`src/rtl/mips_pkg.sv`:
```
// ============================================================================
// Module : mips_pkg
// Brief  : Shared types and defaults for the MIPS-lite execute-stage units.
// Rev    : 1.0 - initial release
// ============================================================================
`default_nettype none

package mips_pkg;

    localparam int MULT_WIDTH = 32;

    typedef enum logic [1:0] {
        MS_IDLE   = 2'd0,
        MS_CALC   = 2'd1,
        MS_NEG_LO = 2'd2,
        MS_NEG_HI = 2'd3
    } mult_state_e;

endpackage

`default_nettype wire

```
`src/rtl/add_rca_cla.sv`:
```
// ============================================================================
// Module : cla_4bits / add_rca_cla
// Brief  : 4-bit carry-lookahead slice and a WIDTH-bit adder that ripples the
//          carry through a chain of those slices.
// Rev    : 1.0 - initial release
// ============================================================================
`default_nettype none

module cla_4bits (
    input  logic [3:0] a,
    input  logic [3:0] b,
    input  logic       cin,
    output logic [3:0] sum,
    output logic       cout
);
    logic [3:0] g;
    logic [3:0] p;
    logic [3:1] c;

    assign g = a & b;
    assign p = a ^ b;

    assign c[1] = g[0] | (p[0] & cin);
    assign c[2] = g[1] | (p[1] & g[0]) | (p[1] & p[0] & cin);
    assign c[3] = g[2] | (p[2] & g[1]) | (p[2] & p[1] & g[0])
                | (p[2] & p[1] & p[0] & cin);
    assign cout = g[3] | (p[3] & g[2]) | (p[3] & p[2] & g[1])
                | (p[3] & p[2] & p[1] & g[0])
                | (p[3] & p[2] & p[1] & p[0] & cin);

    assign sum = p ^ {c[3], c[2], c[1], cin};
endmodule

module add_rca_cla
    import mips_pkg::*;
#(
    parameter int WIDTH = MULT_WIDTH
) (
    input  logic [WIDTH-1:0] a,
    input  logic [WIDTH-1:0] b,
    input  logic             cin,
    output logic [WIDTH-1:0] sum,
    output logic             cout
);
    localparam int SLICES = WIDTH / 4;

    logic [SLICES:0] carry;

    assign carry[0] = cin;

    generate
        for (genvar i = 0; i < SLICES; i++) begin : g_slice
            cla_4bits u_cla (
                .a    (a[4*i +: 4]),
                .b    (b[4*i +: 4]),
                .cin  (carry[i]),
                .sum  (sum[4*i +: 4]),
                .cout (carry[i+1])
            );
        end
    endgenerate

    assign cout = carry[SLICES];
endmodule

`default_nettype wire

```
`src/rtl/mult_seq.sv`:
```
// ============================================================================
// Module : mult_seq
// Brief  : Multi-cycle radix-2 shift-and-add 32x32->64 multiplier (MULT/MULTU)
//          producing the HI/LO pair with a fixed 34-cycle latency.
// Rev    : 1.0 - initial release
// ============================================================================
`default_nettype none

module mult_seq
    import mips_pkg::*;
#(
    parameter int WIDTH = MULT_WIDTH,
    parameter int CNT_W = 5
) (
    input  logic             clk,
    input  logic             rst_n,
    input  logic             start,
    input  logic             is_signed,
    input  logic [WIDTH-1:0] op_a,
    input  logic [WIDTH-1:0] op_b,
    input  logic             cancel,
    output logic             busy,
    output logic             done,
    output logic [WIDTH-1:0] hi,
    output logic [WIDTH-1:0] lo
);
    localparam int               MSB    = WIDTH - 1;
    localparam logic [WIDTH-1:0] c_ZERO = '0;

    mult_state_e      state_q;
    logic [CNT_W-1:0] count_q;
    logic             neg_q;
    logic             flag_q;
    logic             busy_q;
    logic             done_q;
    logic [WIDTH-1:0] mcand_q;
    logic [WIDTH-1:0] mq_q;
    logic [WIDTH-1:0] acc_q;
    logic [WIDTH-1:0] hi_q;
    logic [WIDTH-1:0] lo_q;

    logic [WIDTH-1:0] neg_a;
    logic [WIDTH-1:0] neg_b;
    logic             neg_a_co;
    logic             neg_b_co;
    logic             unused_co;
    logic             neg_d;
    logic [WIDTH-1:0] mcand_d;
    logic [WIDTH-1:0] mq_d;

    add_rca_cla #(.WIDTH(WIDTH)) u_neg_a (
        .a    (~op_a),
        .b    (c_ZERO),
        .cin  (1'b1),
        .sum  (neg_a),
        .cout (neg_a_co)
    );

    add_rca_cla #(.WIDTH(WIDTH)) u_neg_b (
        .a    (~op_b),
        .b    (c_ZERO),
        .cin  (1'b1),
        .sum  (neg_b),
        .cout (neg_b_co)
    );

    assign unused_co = neg_a_co ^ neg_b_co;
    assign neg_d     = is_signed & (op_a[MSB] ^ op_b[MSB]);
    assign mcand_d   = (is_signed && op_a[MSB]) ? neg_a : op_a;
    assign mq_d      = (is_signed && op_b[MSB]) ? neg_b : op_b;

    logic [WIDTH-1:0] addend;
    logic [WIDTH-1:0] iter_sum;
    logic             iter_co;

    assign addend = mq_q[0] ? mcand_q : c_ZERO;

    add_rca_cla #(.WIDTH(WIDTH)) u_iter (
        .a    (acc_q),
        .b    (addend),
        .cin  (1'b0),
        .sum  (iter_sum),
        .cout (iter_co)
    );

    // One negator serves both result halves: low word first, then the high
    // word with the low-half carry folded in as carry-in.
    logic             sel_hi;
    logic [WIDTH-1:0] res_a;
    logic             res_cin;
    logic [WIDTH-1:0] res_sum;
    logic             res_co;

    assign sel_hi  = (state_q == MS_NEG_HI);
    assign res_a   = sel_hi ? ~acc_q : ~mq_q;
    assign res_cin = sel_hi ? flag_q : 1'b1;

    add_rca_cla #(.WIDTH(WIDTH)) u_res (
        .a    (res_a),
        .b    (c_ZERO),
        .cin  (res_cin),
        .sum  (res_sum),
        .cout (res_co)
    );

    // The carry lands in acc's MSB on each shift, so the would-be guard bit
    // above it is always zero and is not stored.  The negated low word is
    // parked in mq so hi/lo commit together and a late cancel leaves both.
    always_ff @(posedge clk or negedge rst_n) begin
        if (!rst_n) begin
            state_q <= MS_IDLE;
            count_q <= '0;
            neg_q   <= 1'b0;
            flag_q  <= 1'b0;
            busy_q  <= 1'b0;
            done_q  <= 1'b0;
            mcand_q <= '0;
            mq_q    <= '0;
            acc_q   <= '0;
            hi_q    <= '0;
            lo_q    <= '0;
        end else begin
            done_q <= 1'b0;
            if (cancel && (state_q != MS_IDLE)) begin
                state_q <= MS_IDLE;
                busy_q  <= 1'b0;
            end else begin
                case (state_q)
                    MS_IDLE: begin
                        if (start && !cancel) begin
                            neg_q   <= neg_d;
                            mcand_q <= mcand_d;
                            mq_q    <= mq_d;
                            acc_q   <= '0;
                            count_q <= '0;
                            busy_q  <= 1'b1;
                            state_q <= MS_CALC;
                        end
                    end
                    MS_CALC: begin
                        acc_q   <= {iter_co, iter_sum[WIDTH-1:1]};
                        mq_q    <= {iter_sum[0], mq_q[WIDTH-1:1]};
                        count_q <= count_q + 1'b1;
                        if (count_q == CNT_W'(WIDTH - 1)) begin
                            state_q <= MS_NEG_LO;
                        end
                    end
                    MS_NEG_LO: begin
                        if (neg_q) begin
                            mq_q   <= res_sum;
                            flag_q <= res_co;
                        end else begin
                            flag_q <= 1'b0;
                        end
                        state_q <= MS_NEG_HI;
                    end
                    MS_NEG_HI: begin
                        hi_q    <= neg_q ? res_sum : acc_q;
                        lo_q    <= mq_q;
                        done_q  <= 1'b1;
                        busy_q  <= 1'b0;
                        state_q <= MS_IDLE;
                    end
                    default: begin
                        state_q <= MS_IDLE;
                        busy_q  <= 1'b0;
                    end
                endcase
            end
        end
    end

    assign busy = busy_q;
    assign done = done_q;
    assign hi   = hi_q;
    assign lo   = lo_q;

endmodule

`default_nettype wire

```
`config.mk`:
```
export PLATFORM = sky130hd
export DESIGN_NAME = mult_seq
export DESIGN_NICKNAME = d
export VERILOG_FILES = /design/src/rtl/mips_pkg.sv /design/src/rtl/add_rca_cla.sv /design/src/rtl/mult_seq.sv
export SDC_FILE = /design/constraint.sdc
export NUM_CORES = 1
export LEC_CHECK = 0
export BUFFER_PORTS_ARGS = -buffer_cell sky130_fd_sc_hd__buf_2
export CAP_MARGIN = 0
export CELL_PAD_IN_SITES_DETAIL_PLACEMENT = 2
export CELL_PAD_IN_SITES_GLOBAL_PLACEMENT = 2
export CORE_MARGIN = 2
export CORE_UTILIZATION = 39
export DETAILED_ROUTE_END_ITERATION = 6
export GPL_TIMING_DRIVEN = 0
export PLACE_DENSITY_LB_ADDON = 0.1
export SYNTH_ARGS = -nofsm -noshare
export SYNTH_HDL_FRONTEND = slang
export SYNTH_SLANG_ARGS = --single-unit
```
`constraint.sdc`:
```
create_clock -name clk -period 6.6 [get_ports clk]
set_clock_uncertainty 0.15 [all_clocks]
set_input_delay 0.33 -clock clk [delete_from_list [all_inputs] [get_ports clk]]
set_output_delay 0.33 -clock clk [all_outputs]
set_load 0.02 [all_outputs]
```
After elaboration in Yosys (flattened, before gate mapping)
Index checks and enable logic that the tools add are counted.
- register bits after elaboration: 171
- bits in latches: 0
- bits in writable memories: 0
- bits in read-only memories: 0
- bits of input ports: 69
- output and inout bits: 66
- word-level logic and storage cells: 536
- memories: 0
- add/subtract/negate cells: 1
- $mul: 0
- div/mod/pow operators: 0
- order comparisons: 0
- equal/unequal tests: 8
- shifts and indexed selects: 0
- muxes and demuxes: 23
- bitwise operators: 476
- reduce and logical (&&, ||, !) cells: 17
- operators with widths (kind ; count):
    1-bit AND ; 346
    32-bit 2-to-1 mux ; 8
    4-bit bitwise XOR ; 40
    32-bit inverter ; 4
    32-bit case mux with 3 select lines ; 1
    1-bit bitwise OR ; 76
    32-bit case mux with 2 select lines ; 1
    4-bit AND ; 8
    5-bit case mux with 2 select lines ; 1
    2-bit case mux with 4 select lines ; 1
    2-bit AND reduction ; 4
    1-bit 2-to-1 mux ; 6
    2-bit 2-to-1 mux ; 3
    3-bit != test (second input constant) ; 2
    3-bit AND reduction ; 2
    3-bit nonzero test ; 2
    5-bit by 1-bit adder with 5-bit output (second input constant) ; 1
    5-bit equality test (second input constant) ; 1
    5-bit 2-to-1 mux ; 1
    2-bit equality test (second input constant) ; 2
    1-bit logical AND ; 4
    2-bit != test (second input constant) ; 2
    4-bit AND reduction ; 1
    2-bit nonzero test ; 2
    6 further kinds ; 6

Longest topological paths before layout
Gate-level depths: netlist of run 1.
- word-level depth: 22
- depth in mapped cells: 14
- gate-level depth less buffers: 12

Hierarchy
A second synthesis of run 1 with hierarchy kept.
- cell total of the unflattened synthesis: 1307
- area, all modules: 13319.0 um^2
- by module, submodules not included (module ; times used ; cells an instance ; area an instance (um^2) ; sequential area each (um^2)):
    mult_seq ; 1 ; 858 ; 8951.1 ; 4279.1
    cla_4bits at u_neg_a.g_slice[0].u_cla ... ; 23 ; 13 ; 132.6 ; 0.0
    cla_4bits at u_iter.g_slice[0].u_cla ... ; 8 ; 17 ; 147.6 ; 0.0
    cla_4bits at u_res.g_slice[7].u_cla ; 1 ; 14 ; 136.4 ; 0.0

Least setup slack after synthesis of run 1
OpenSTA, ideal clock, no wires.
- kind: reg-to-reg
- start point: reg state_q[0]
- end point: reg mq_q[24]
- setup time: 0.135 ns
- arrival: 2.927 ns
- required time: 6.315 ns
- slack: 3.388 ns
- cell stages (with the launch flop): 13
- buffers on the path: 1
- period minus slack after synthesis: 3.212 ns
- cells stage by stage: dfrtp_1 -> ha_1 -> buf_6 -> mux2i_2 -> o211ai_2 -> nor4b_4 -> nand2_1 -> nor3_1 -> and2_1 -> ha_1 -> a221o_1 -> o21ai_0 -> o21ai_0
- longest elaborated chain between the ends: 14
- elaborated cells on any way between the ends: 40
- those cells by class: eq/ne: 5; mux: 4; bitwise: 26; reduce/logical: 5
- RTL lines (element ; RTL line ; text):
    from (decl) ; mult_seq.sv:30 ; mult_state_e state_q;
    from (signal assigned) ; mult_seq.sv:111 ; state_q <= MS_IDLE;
    from (signal assigned) ; mult_seq.sv:125 ; state_q <= MS_IDLE;
    from (signal assigned) ; mult_seq.sv:137 ; state_q <= MS_CALC;
    2-bit equality test ; mult_seq.sv:94 ; assign sel_hi = (state_q == MS_NEG_HI);
    32-bit 2-to-1 mux ; mult_seq.sv:95 ; assign res_a = sel_hi ? ~acc_q : ~mq_q;
    1-bit AND (2 in series) ; - ;
    1-bit AND (7 in series) ; add_rca_cla.sv:29 ; | (p[3] & p[2] & p[1] & p[0] & cin);
    4-bit bitwise XOR ; add_rca_cla.sv:31 ; assign sum = p ^ {c[3], c[2], c[1], cin};
    32-bit 2-to-1 mux ; mult_seq.sv:149 ; if (neg_q) begin
    32-bit case mux with 3 select lines ; mult_seq.sv:128 ; case (state_q)
    to (signal assigned) ; mult_seq.sv:133 ; mq_q <= mq_d;
    to (signal assigned) ; mult_seq.sv:142 ; mq_q <= {iter_sum[0], mq_q[WIDTH-1:1]};
    to (signal assigned) ; mult_seq.sv:150 ; mq_q <= res_sum;
    to (decl) ; mult_seq.sv:37 ; logic [WIDTH-1:0] mq_q;
Several ways; a longest one is shown, not always the timed one. The select of a mux whose other input is x is not followed.
A chain may end at the register's enable or synchronous reset.

Final worst setup path of run 1
- start point: reg state_q[0]
- end point: reg mq_q[5]
- longest elaborated chain between the ends: 10
- elaborated cells on any way between the ends: 21
- those cells by class: eq/ne: 5; mux: 4; bitwise: 7; reduce/logical: 5
- RTL lines (element ; RTL line ; text):
    2-bit equality test ; mult_seq.sv:94 ;
    32-bit 2-to-1 mux ; mult_seq.sv:95 ;
    1-bit AND (2 in series) ; - ;
    1-bit AND (2 in series) ; add_rca_cla.sv:29 ;
    1-bit AND ; add_rca_cla.sv:23 ; assign c[1] = g[0] | (p[0] & cin);
    4-bit bitwise XOR ; add_rca_cla.sv:31 ;
    32-bit 2-to-1 mux ; mult_seq.sv:149 ;
    32-bit case mux with 3 select lines ; mult_seq.sv:128 ;
Several ways; a longest one is shown, not always the timed one. The select of a mux whose other input is x is not followed.

==> results.py, run 1 <==
metrics = {
    "layout": {
        "antenna_cells": 0,
        "fill_cells": 3176,
        "areaGrowthSynthToFinish_pct": 16.3,
        "nNetsFinal": 1542,
        "instances_no_fill": 1792,
        "drive_gt1_share_pct": 15.4,
        "final_cell_mix": "178 x nand2_1, 171 x dfrtp_1, 163 x o21ai_0",
        "layout_commonest_cell": "nand2_1",
    },
    "sta": {
        "post-route-period-util_pct": 66.0,
        "setup_violations": 0,
        "maxSlewHeadroom_pct": 33.5,
        "rsz0062_at_grt": "no",
        "fmaxAchievable_mhz": 230,
        "slew_violations": 0,
        "setup_tns_ns": 0,
        "period_minus_slack_ns": 4.35,
        "finalHoldViolCount": 0,
        "tightest_slew_ns": 0.998,
    },
    "logic_synthesis": {
        "synth_edf_count": 0,
        "netlist_area_um2": 11200,
        "syn_area_per_cell_um2": 8.96,
        "synth_cell_types": 62,
        "synth_seq_cells": 171,
        "synthesis.instances": 1246,
        "async_flop_share_pct": 100,
        "synth_compound_area_share_pct": 14.8,
        "synth_area_leaders": "dfrtp_1 38%, o21ai_0 7.3%, ha_1 7.1%",
        "yosys_warnings": 0,
        "synth_area_leader_cell": "dfrtp_1",
        "synth_fa_ha_area_share_pct": 8.49,
        "synth_top_area_share_pct": 38.3,
        "syn-num-nets": 1386,
        "synth_xor_area_share_pct": 8.00,
        "synthMuxAreaShare_pct": 8.58,
        "synth_ff_type": "dfrtp_1",
        "synth-simple-area-share_pct": 18.0,
        "synth_top_family_by_area": "simple AND/OR/NAND/NOR gates",
        "seq_area_frac_synth_pct": 38.3,
    },
    "cts": {
        "htree_levels": 4,
        "cts_resized": 0,
        "cts.sinks": 171,
        "cts_buffer_depth": 2,
        "postCtsSetupBuffers": 0,
        "tritoncts": "built",
        "clk_latency_ns": 0.44,
        "cts.clk_slew.worst_paths_ns": 0.07,
        "cts_root_buffer": "clkbuf_16",
        "cts_buffers": 17,
        "cts_hold_buf": 2,
    },
    "place": {
        "place.gp.congestion": 0.830,
        "dpl.hpwl_mm": 31.2,
        "dp_cells": 1759,
        "io_buffers": 134,
    },
    "floorplanning": {
        "rows": 61,
        "fp.dieH_um": 173,
        "fp.dieArea_um2": 30000,
        "ioPinCount": 135,
        "core_um2": 28000,
        "start_util_pct": 39.9,
        "die_width_um": 173,
    },
    "routing": {
        "viasPerCell": 5.58,
        "drt_iter0_drc": 512,
        "drc": 0,
        "wl_mm": 40.3,
        "wl_per_cell_um": 22.5,
        "firstDrtPassIters": 5,
        "ant_nets": 0,
        "vias": 9999,
    },
    "run": {
        "maxCapViolCount": 0,
    },
    "global_routing": {
        "grt-ovfl-total": 0,
        "grt_usage_pct": 27.5,
        "grt_max_degree": 104,
        "grt_pass1_wl_mm": 64.7,
        "antenna_found_initial": 0,
        "grt_pass1_vias": 11281,
    },
    "setup_path": {
        "crit_fanout": 10,
        "cp-end-kind": "register",
        "crit_arrival_ns": 4.55,
        "worstSetupPathType": "register to register",
        "critPathRequiredTime_ns": 6.80,
        "r2r_cells": 14,
        "worstSetupStartpointType": "register",
    },
    "power": {
        "vdd_ir_drop_max_uv": 204,
        "pwr_density_cell_nw_per_um2": 482,
        "leakagePower_nw": 6.06,
        "design_power_total_mw": 6.26,
    },
    "min_path": {
        "hp-class": "input pin to register",
        "min_path_cells": 3,
    },
    "run_status": {
        "status": "finished, final reports clean",
    },
}
[synthesized netlist by cell type (4+ instances only)]
cell type  number
a21o_1          7
a21oi_1        36
a221o_1         6
a221oi_1       11
a22oi_1        13
a31oi_1         6
and2_1         39
and3_1          6
buf_1          12
buf_2           5
clkbuf_1       52
dfrtp_1       171
fa_1            8
ha_1           63
inv_1          37
mux2_2         32
mux2i_1        57
nand2_1       178
nand2b_1        7
nand3_1        49
nand4_1         7
nor2_1         74
nor2b_1         5
nor3_1         22
nor3b_1         5
nor4_1          7
o21ai_0       163
o22ai_1         8
o31ai_1         8
o41ai_1         4
xnor2_1        51
xor2_1         51
[final cells by class]
class / count / area, um^2 / share of cell area (%)
Timing Repair Buffer: 137 / 728 / 5.61
Multi-Input combinational cell: 967 / 6460 / 49.7
Clock buffer: 22 / 484 / 3.73
Clock inverter: 9 / 138 / 1.06
Buffer: 71 / 288 / 2.22
Sequential cell: 171 / 4280 / 32.9
Tap cell: 378 / 473 / 3.64
Inverter: 37 / 139 / 1.07
[layer usage]
| metal | vias up | wire length, um | GRT usage [%] |
|---|---|---|---|
| li1 | 4673 | - | - |
| met1 | 5084 | 17700 | 34.0 |
| met2 | 191 | 20500 | 49.8 |
| met3 | 51 | 1120 | 3.62 |
| met4 | 0 | 968 | 8.51 |
| met5 | - | 0 | 0 |
[cell families (layout without fill, tap and decap cells)]
| group | Yosys count | in the layout |
|---|---|---|
| AOI/OAI and AO/OA | 282 | 282 |
| xor gates and xnor gates | 102 | 102 |
| adders and majority gates | 71 | 71 |
| buffers and inverters | 108 | 276 |
| DFF | 171 | 171 |
| muxes | 91 | 91 |
| and+or+nand+nor | 421 | 421 |
[where the power goes]
group	internal, mW	total, mW	switching, mW
Combinational	1.15	3.10	1.95
Clock	0.637	1.09	0.455
Sequential	1.52	2.07	0.549
[path summary, 6_finish.rpt]
check / from / end / slack (ns)
max: state_q[0]$_DFFE_PN0P_ / mq_q[5]$_DFFE_PN0P_ / 2.25
min: op_a[31] / mcand_q[31]$_DFFE_PN0P_ / 0.04
max reg2reg: state_q[0]$_DFFE_PN0P_ / mq_q[5]$_DFFE_PN0P_ / 2.25
min reg2reg: count_q[3]$_DFFE_PN0P_ / count_q[3]$_DFFE_PN0P_ / 0.32
max in group asynchronous: rst_n / acc_q[29]$_DFFE_PN0P_ / 5.09
min in group asynchronous: rst_n / mq_q[7]$_DFFE_PN0P_ / 0.29
[flip-flops by register name, indices dropped and copies added, names as in the netlist]
| signal | count |
|---|---|
| neg_q | 1 |
| lo | 32 |
| state_q | 2 |
| mcand_q | 32 |
| mq_q | 32 |
| acc_q | 32 |
| busy | 1 |
| done | 1 |
| flag_q | 1 |
| hi | 32 |
| count_q | 5 |
[through the flow]
| stage | utilization, % | setup slack (ns) | hold WS [ns] | instance area (um^2) |
|---|---|---|---|---|
| after floorplan | - | 3.39 | -0.116 | 11200 |
| after global placement | 43.9 | 2.16 | 0.299 | 12300 |
| after detailed placement | 44.1 | 2.39 | 0.182 | 12300 |
| after CTS | 46.4 | 2.28 | 0.0372 | 13000 |
| after global routing | 46.4 | 2.07 | 0.0558 | 13000 |
| final | 46.4 | 2.25 | 0.0427 | 13000 |
[worst max-delay path, cell delays in order, from the launching register on]
cell,delay (ns)
dfrtp_1,0.44
ha_1,0.23
buf_6,0.17
buf_6,0.17
buf_2,0.30
buf_1,0.68
buf_2,0.50
buf_2,0.40
mux2i_1,0.24
ha_1,0.20
xor2_1,0.22
a22oi_1,0.11
nand2_1,0.11
o21ai_0,0.13
o21ai_0,0.21
No activity file was read; power rests on OpenSTA's default activity.
==> run 2: changes to the inputs <==
--- a/config.mk
+++ b/config.mk
@@ -5,12 +5,13 @@
 export SDC_FILE = /design/constraint.sdc
 export NUM_CORES = 1
 export LEC_CHECK = 0
+export ABC_AREA = 1
 export BUFFER_PORTS_ARGS = -buffer_cell sky130_fd_sc_hd__buf_2
 export CAP_MARGIN = 0
 export CELL_PAD_IN_SITES_DETAIL_PLACEMENT = 2
 export CELL_PAD_IN_SITES_GLOBAL_PLACEMENT = 2
 export CORE_MARGIN = 2
-export CORE_UTILIZATION = 39
+export CORE_UTILIZATION = 31
 export DETAILED_ROUTE_END_ITERATION = 6
 export GPL_TIMING_DRIVEN = 0
 export PLACE_DENSITY_LB_ADDON = 0.1
==> constraint.sdc (replaced) <==
create_clock -name clk -period 4 [get_ports clk]
set_clock_uncertainty 0.15 [all_clocks]
set_input_delay 0.2 -clock clk [delete_from_list [all_inputs] [get_ports clk]]
set_output_delay 0.2 -clock clk [all_outputs]
set_load 0.02 [all_outputs]
==> results.py, run 2 <==
metrics = {
    "run_status": {
        "status": "finished, final reports clean",
    },
    "cts": {
        "cts_buffer_depth": 2,
        "cts.sinks": 171,
        "tritoncts": "built",
        "clk_latency_ns": 0.44,
        "cts.clk_slew.worst_paths_ns": 0.07,
        "cts_buffers": 17,
        "htree_levels": 4,
        "cts_root_buffer": "clkbuf_16",
    },
    "logic_synthesis": {
        "synth_seq_cells": 171,
        "synth_area_leader_cell": "dfrtp_1",
        "netlist_area_um2": 11300,
        "yosys_warnings": 0,
        "synthMostInstantiatedCell": "nand2_1",
        "synth_top_area_share_pct": 38.0,
        "synth_edf_count": 0,
        "synth_cell_types": 51,
        "syn-num-nets": 1663,
        "syn_area_per_cell_um2": 7.39,
        "synth_area_leaders": "dfrtp_1 38%, nand2_1 13%, o21ai_0 7.1%",
        "synth_ff_type": "dfrtp_1",
        "async_flop_share_pct": 100,
        "synthesis.instances": 1523,
        "seq_area_frac_synth_pct": 38.0,
        "yosys-top-cells-count": "398 x nand2_1, 186 x inv_1, 171 x dfrtp_1",
    },
    "routing": {
        "vias": 10905,
        "viasPerCell": 4.98,
        "wl_per_cell_um": 20.3,
        "drt_iter0_drc": 443,
        "drc": 0,
        "wl_mm": 44.4,
        "ant_nets": 0,
        "firstDrtPassIters": 4,
    },
    "global_routing": {
        "grt_pass1_wl_mm": 70.5,
        "grt_usage_pct": 24.1,
        "antenna_found_initial": 1,
        "grt-ovfl-total": 0,
        "grt_pass1_vias": 12108,
        "grt_max_degree": 99,
    },
    "layout": {
        "areaGrowthSynthToFinish_pct": 20.4,
        "layout_commonest_cell": "nand2_1",
        "final_cell_mix": "397 x nand2_1, 186 x inv_1, 170 x dfrtp_1",
        "antenna_cells": 0,
        "nNetsFinal": 1856,
        "post-route-util_pct": 38.0,
        "fill_cells": 4241,
        "drive_gt1_share_pct": 13.1,
    },
    "setup_path": {
        "cp_common_cell": "nand2_1",
        "path_cells": "buf_4 -> nand2_1 -> inv_1 -> ha_1 -> nand3_1 -> nor2_1 -> nand2_1 -> nand2_1 -> nand2_1 -> nand2_1 -> nand2_1 -> nand2_1 -> nand2_1 -> nand2_1 -> nand2_1 -> nand2_1 -> nand2_1 -> nand2_2 -> fa_1 -> nand2_1 -> o21ai_0",
        "crit_arrival_ns": 3.66,
        "cpPeakStageDelay_ns": 0.49,
        "crit_fanout": 8,
        "cpLargestDelayFamily": "simple AND/OR/NAND/NOR gates",
        "path_buf_inv": 2,
        "critPathRequiredTime_ns": 4.14,
        "worstSetupStartpointType": "register",
        "cp-end-kind": "register",
        "slowest_stage": "dfrtp_2",
        "worstSetupPathType": "register to register",
    },
    "floorplanning": {
        "rows": 69,
        "die_width_um": 195,
        "fp.dieArea_um2": 37800,
        "fp.dieH_um": 195,
        "core_um2": 35700,
        "ioPinCount": 135,
        "start_util_pct": 31.6,
    },
    "run": {
        "maxCapViolCount": 0,
    },
    "sta": {
        "setup_tns_ns": 0,
        "maxSlewHeadroom_pct": 33.6,
        "finalHoldViolCount": 0,
        "slew_violations": 0,
        "hold_ws_ns": 0.0163,
        "period_minus_slack_ns": 3.51,
        "tightest_slew_ns": 0.993,
        "rsz0062_at_grt": "no",
        "post-route-period-util_pct": 87.8,
        "fmaxAchievable_mhz": 285,
        "setup_violations": 0,
    },
    "place": {
        "place.gp.congestion": 0.831,
        "dpl.hpwl_mm": 35.5,
        "io_buffers": 134,
    },
    "power": {
        "pwr_density_cell_nw_per_um2": 810,
        "leakagePower_nw": 6.97,
        "vdd_ir_drop_max_uv": 357,
    },
    "min_path": {
        "hp-class": "input pin to register",
    },
}
-- run 2: layout make-up --
type	count	area (um^2)	share of cell area [%]
Inverter	192	721	5.32
Multi-Input combinational cell	1091	5930	43.8
Tap cell	461	577	4.26
Clock buffer	21	470	3.47
Clock inverter	10	140	1.03
Sequential cell	171	4280	31.6
Timing Repair Buffer	176	1110	8.20
Buffer	67	317	2.34
-- run 2: metrics by stage --
step           instance area [um^2]  total power, mW  std cells  setup slack [ns]
6_report                      13600             11.0       2189             0.487
5_1_grt                       13600             11.9       2189             0.103
4_1_cts                       13500             11.1       2187            0.0347
3_5_place_dp                  12500             9.18       2119            -0.170
3_3_place_gp                  12500             8.94       2118            -0.507
2_1_floorplan                 11300             6.84       1523             0.772
-- run 2: power by group --
part	switching [mW]	leakage, nW	internal, mW
clock	0.752	0.303	1.03
sequential	0.662	2.13	2.52
combinational	4.13	4.54	1.87
-- run 2: cell families after synthesis --
logic type,synth area share (%)
simple gates,23.6
flops,38.0
fa+ha+maj,8.43
xor+xnor,3.66
buf+inv,9.28
compound gates,17.0
-- run 2: worst min-delay path, delay by kind of cell --
family          cells  cell delay, ns
buf+inv             2            0.17
compound gates      1            0.13
xor+xnor            1            0.08
-- run 2: repair_timing --
item	CTS	global route
endpoints found under the setup margin	3	3
hold endpoints to repair	110	0
setup buffers	0	3
resized for setup	1	2
hold buffers	38	0
cloned	0	0
-- run 2: final timing paths --
check | cells after the start | slack [ns] | to | from
setup / recovery | 21 | 0.49 | acc_q[27]$_DFFE_PN0P_ | mq_q[0]$_DFFE_PN0P_
hold / removal | 4 | 0.02 | mcand_q[3]$_DFFE_PN0P_ | op_a[3]
setup reg to reg | 21 | 0.49 | acc_q[27]$_DFFE_PN0P_ | mq_q[0]$_DFFE_PN0P_
hold reg to reg | 2 | 0.33 | hi[15]$_DFFE_PN0P_ | hi[15]$_DFFE_PN0P_
max in group asynchronous | 3 | 2.59 | mq_q[0]$_DFFE_PN0P_ | rst_n
min in group asynchronous | 2 | 0.14 | mcand_q[10]$_DFFE_PN0P_ | rst_n
-- run 2: layer usage --
layer  vias up  global-route usage, %  share of wire, %
met5         -                      0                 0
met4         0                   6.18               1.9
met3        37                   2.27               2.2
met2       150                   43.4                50
met1      5350                   31.0                46
li1       5368                      -                 -
==> run 3: changes to the inputs <==
--- a/config.mk
+++ b/config.mk
@@ -10,7 +10,6 @@
 export CAP_MARGIN = 0
 export CELL_PAD_IN_SITES_DETAIL_PLACEMENT = 2
 export CELL_PAD_IN_SITES_GLOBAL_PLACEMENT = 2
-export CORE_MARGIN = 2
 export CORE_UTILIZATION = 31
 export DETAILED_ROUTE_END_ITERATION = 6
 export GPL_TIMING_DRIVEN = 0
==> constraint.sdc (replaced) <==
create_clock -name clk -period 4 [get_ports clk]
set_clock_uncertainty 0.15 [all_clocks]
set_input_delay 0.4 -clock clk [delete_from_list [all_inputs] [get_ports clk]]
set_output_delay 0.4 -clock clk [all_outputs]
set_load 0.02 [all_outputs]
==> results.py, run 3 (synthesized netlist as in run 2, its figures left out) <==
metrics = {
    "power": {
        "p_int_mw": 5.26,
        "leakagePower_nw": 6.79,
        "vdd_ir_drop_max_uv": 373,
        "clock_power_share_pct": 15.5,
        "pwr_density_cell_nw_per_um2": 823,
        "switching_power_mw": 5.56,
        "design_power_total_mw": 10.8,
        "comb_power_share_pct": 55.2,
        "swShare_pct": 51.4,
        "p_seq_share_pct": 29.3,
    },
    "floorplanning": {
        "rows": 69,
        "start_util_pct": 31.6,
        "fp.dieH_um": 193,
        "fp.dieArea_um2": 37100,
        "core_um2": 35700,
        "ioPinCount": 135,
        "die_width_um": 193,
    },
    "routing": {
        "drt_iter0_drc": 437,
        "vias": 10885,
        "firstDrtPassIters": 7,
        "wl_met3_um": 947,
        "wl_per_cell_um": 20.2,
        "wl_mm": 43.5,
        "viasPerCell": 5.06,
        "ant_nets": 0,
        "wl_met2_mm": 21.1,
        "met1Wirelength_mm": 20.1,
        "drc": 24,
        "dr.max_layer_used": "met4",
    },
    "setup_path": {
        "reg2reg_setup_slack_ns": 0.35,
        "reg2reg_to": "acc_q[28]$_DFFE_PN0P_",
        "crit_fanout": 10,
        "worstSetupPathType": "register to register",
        "r2r_cells": 23,
        "cp-end-kind": "register",
        "r2r-start": "mq_q[0]$_DFFE_PN0P_",
        "worstSetupStartpointType": "register",
        "crit_arrival_ns": 3.80,
        "critPathRequiredTime_ns": 4.14,
    },
    "global_routing": {
        "grt_pass1_vias": 11828,
        "grt_pass1_wl_mm": 67.7,
        "antenna_found_initial": 1,
        "grt-ovfl-total": 0,
        "grt_usage_pct": 24.2,
        "grt_max_degree": 109,
    },
    "layout": {
        "layout_commonest_cell": "nand2_1",
        "post-route-util_pct": 36.9,
        "final_cell_mix": "395 x nand2_1, 186 x inv_1, 170 x dfrtp_1",
        "drive_gt1_share_pct": 13.6,
        "areaGrowthSynthToFinish_pct": 16.8,
        "antenna_cells": 0,
        "nNetsFinal": 1819,
    },
    "min_path": {
        "hold-path-endpoint": "mcand_q[0]$_DFFE_PN0P_",
        "hp-class": "input pin to register",
        "hp-start": "op_a[0]",
        "min_path_cells": 3,
    },
    "sta": {
        "slew_violations": 0,
        "fmaxAchievable_mhz": 274,
        "finalHoldViolCount": 0,
        "rsz0062_at_grt": "no",
        "fin_ws_ns": 0.349,
        "maxSlewHeadroom_pct": 29.1,
        "post-route-period-util_pct": 91.3,
        "tightest_slew_ns": 1.06,
        "hold_ws_ns": 0.104,
        "setup_violations": 0,
        "period_minus_slack_ns": 3.65,
    },
    "place": {
        "dpl.hpwl_mm": 35.3,
        "dp_slack_ns": -0.192,
        "place.gp.congestion": 0.816,
        "io_buffers": 134,
    },
    "cts": {
        "cts.sinks": 171,
        "cts_buffer_depth": 2,
        "clk_latency_ns": 0.44,
        "tritoncts": "built",
        "cts_root_buffer": "clkbuf_16",
        "cts_buffers": 17,
        "cts.clk_slew.worst_paths_ns": 0.08,
        "htree_levels": 4,
    },
    "run_status": {
        "status": "complete, but fails checks",
        "violations": "DRC",
    },
    "run": {
        "maxCapViolCount": 0,
    },
}
-- run 3: cell types whose count changed in the layout (fill, tap and decap cells not counted), moves of 2 or more --
cell	before	now
nand2_2	5	7
bufinv_16	3	1
clkinvlp_4	0	3
nand2_1	397	395
inv_6	1	3
dlygate4sd3_1	38	1
-- run 3: how the worst max path moves through the flow --
stage | startpoint | to | slack [ns] | depth (start not counted)
floorplan | mq_q[0]$_DFFE_PN0P_ | acc_q[28]$_DFFE_PN0P_ | 0.77 | 24
global placement | rst_n | lo[28]$_DFFE_PN0P_ | -0.69 | 1
detailed placement | mq_q[0]$_DFFE_PN0P_ | acc_q[28]$_DFFE_PN0P_ | -0.19 | 24
CTS | mq_q[0]$_DFFE_PN0P_ | acc_q[28]$_DFFE_PN0P_ | 0.03 | 23
global route | mq_q[0]$_DFFE_PN0P_ | acc_q[28]$_DFFE_PN0P_ | 0.03 | 23
finish | mq_q[0]$_DFFE_PN0P_ | acc_q[28]$_DFFE_PN0P_ | 0.35 | 23
-- run 3: per-stage QoR --
step	setup TNS [ns]	cells	instance area [um^2]
2_1_floorplan	0	1523	11300
3_3_place_gp	-112.87	2118	12500
3_5_place_dp	-0.299	2119	12500
4_1_cts	0	2150	13100
5_1_grt	0	2152	13100
6_report	0	2152	13100
-- run 3: area by class of cell --
cell class                      count  area, um^2
Inverter                          192         721
Tap cell                          461         577
Clock buffer                       19         453
Fill cell                        4266       22500
Buffer                             68         324
Clock inverter                     12         115
Timing Repair Buffer              138         733
Sequential cell                   171        4280
Multi-Input combinational cell   1091        5940
-- run 3: routing by layer --
metal	GRT usage (%)	up-vias
li1	-	5274
met3	2.55	71
met5	0	-
met1	31.1	5345
met4	8.96	0
met2	41.9	195
-- run 3: power by group through the flow --
stage	sequential, mW	clock [mW]	combinational, mW
2_1_floorplan	3.32	0	3.51
3_3_place_gp	3.16	0	5.76
3_5_place_dp	3.19	0	5.98
4_1_cts	3.18	1.73	6.02
5_1_grt	3.26	1.78	6.67
6_report	3.17	1.68	5.97
-- run 3: timing repair --
item,CTS,global route
hold buffers,1,0
resized for setup,1,6
setup endpoints to repair,3,3
gates cloned,0,0
hold endpoints to repair,63,0
buffers inserted,0,2
-- run 3: critical path: stages, from the launching register on --
cell and delay [ns]:
dfrtp_2 0.49, clkbuf_4 0.21, nand2_1 0.08, inv_1 0.04, ha_1 0.33, nand2_1 0.11, nand2_1 0.06, nor2_1 0.10
nand2_1 0.12, nand2_1 0.09, nand2_1 0.11, nand2_1 0.09, nand2_1 0.10, nand2_1 0.09, nand2_1 0.11, nand2_1 0.08
nand2_1 0.10, nand2_1 0.11, nand2_2 0.09, nand2_2 0.08, nand2_2 0.09, fa_1 0.39, xnor2_1 0.18, o22ai_1 0.11
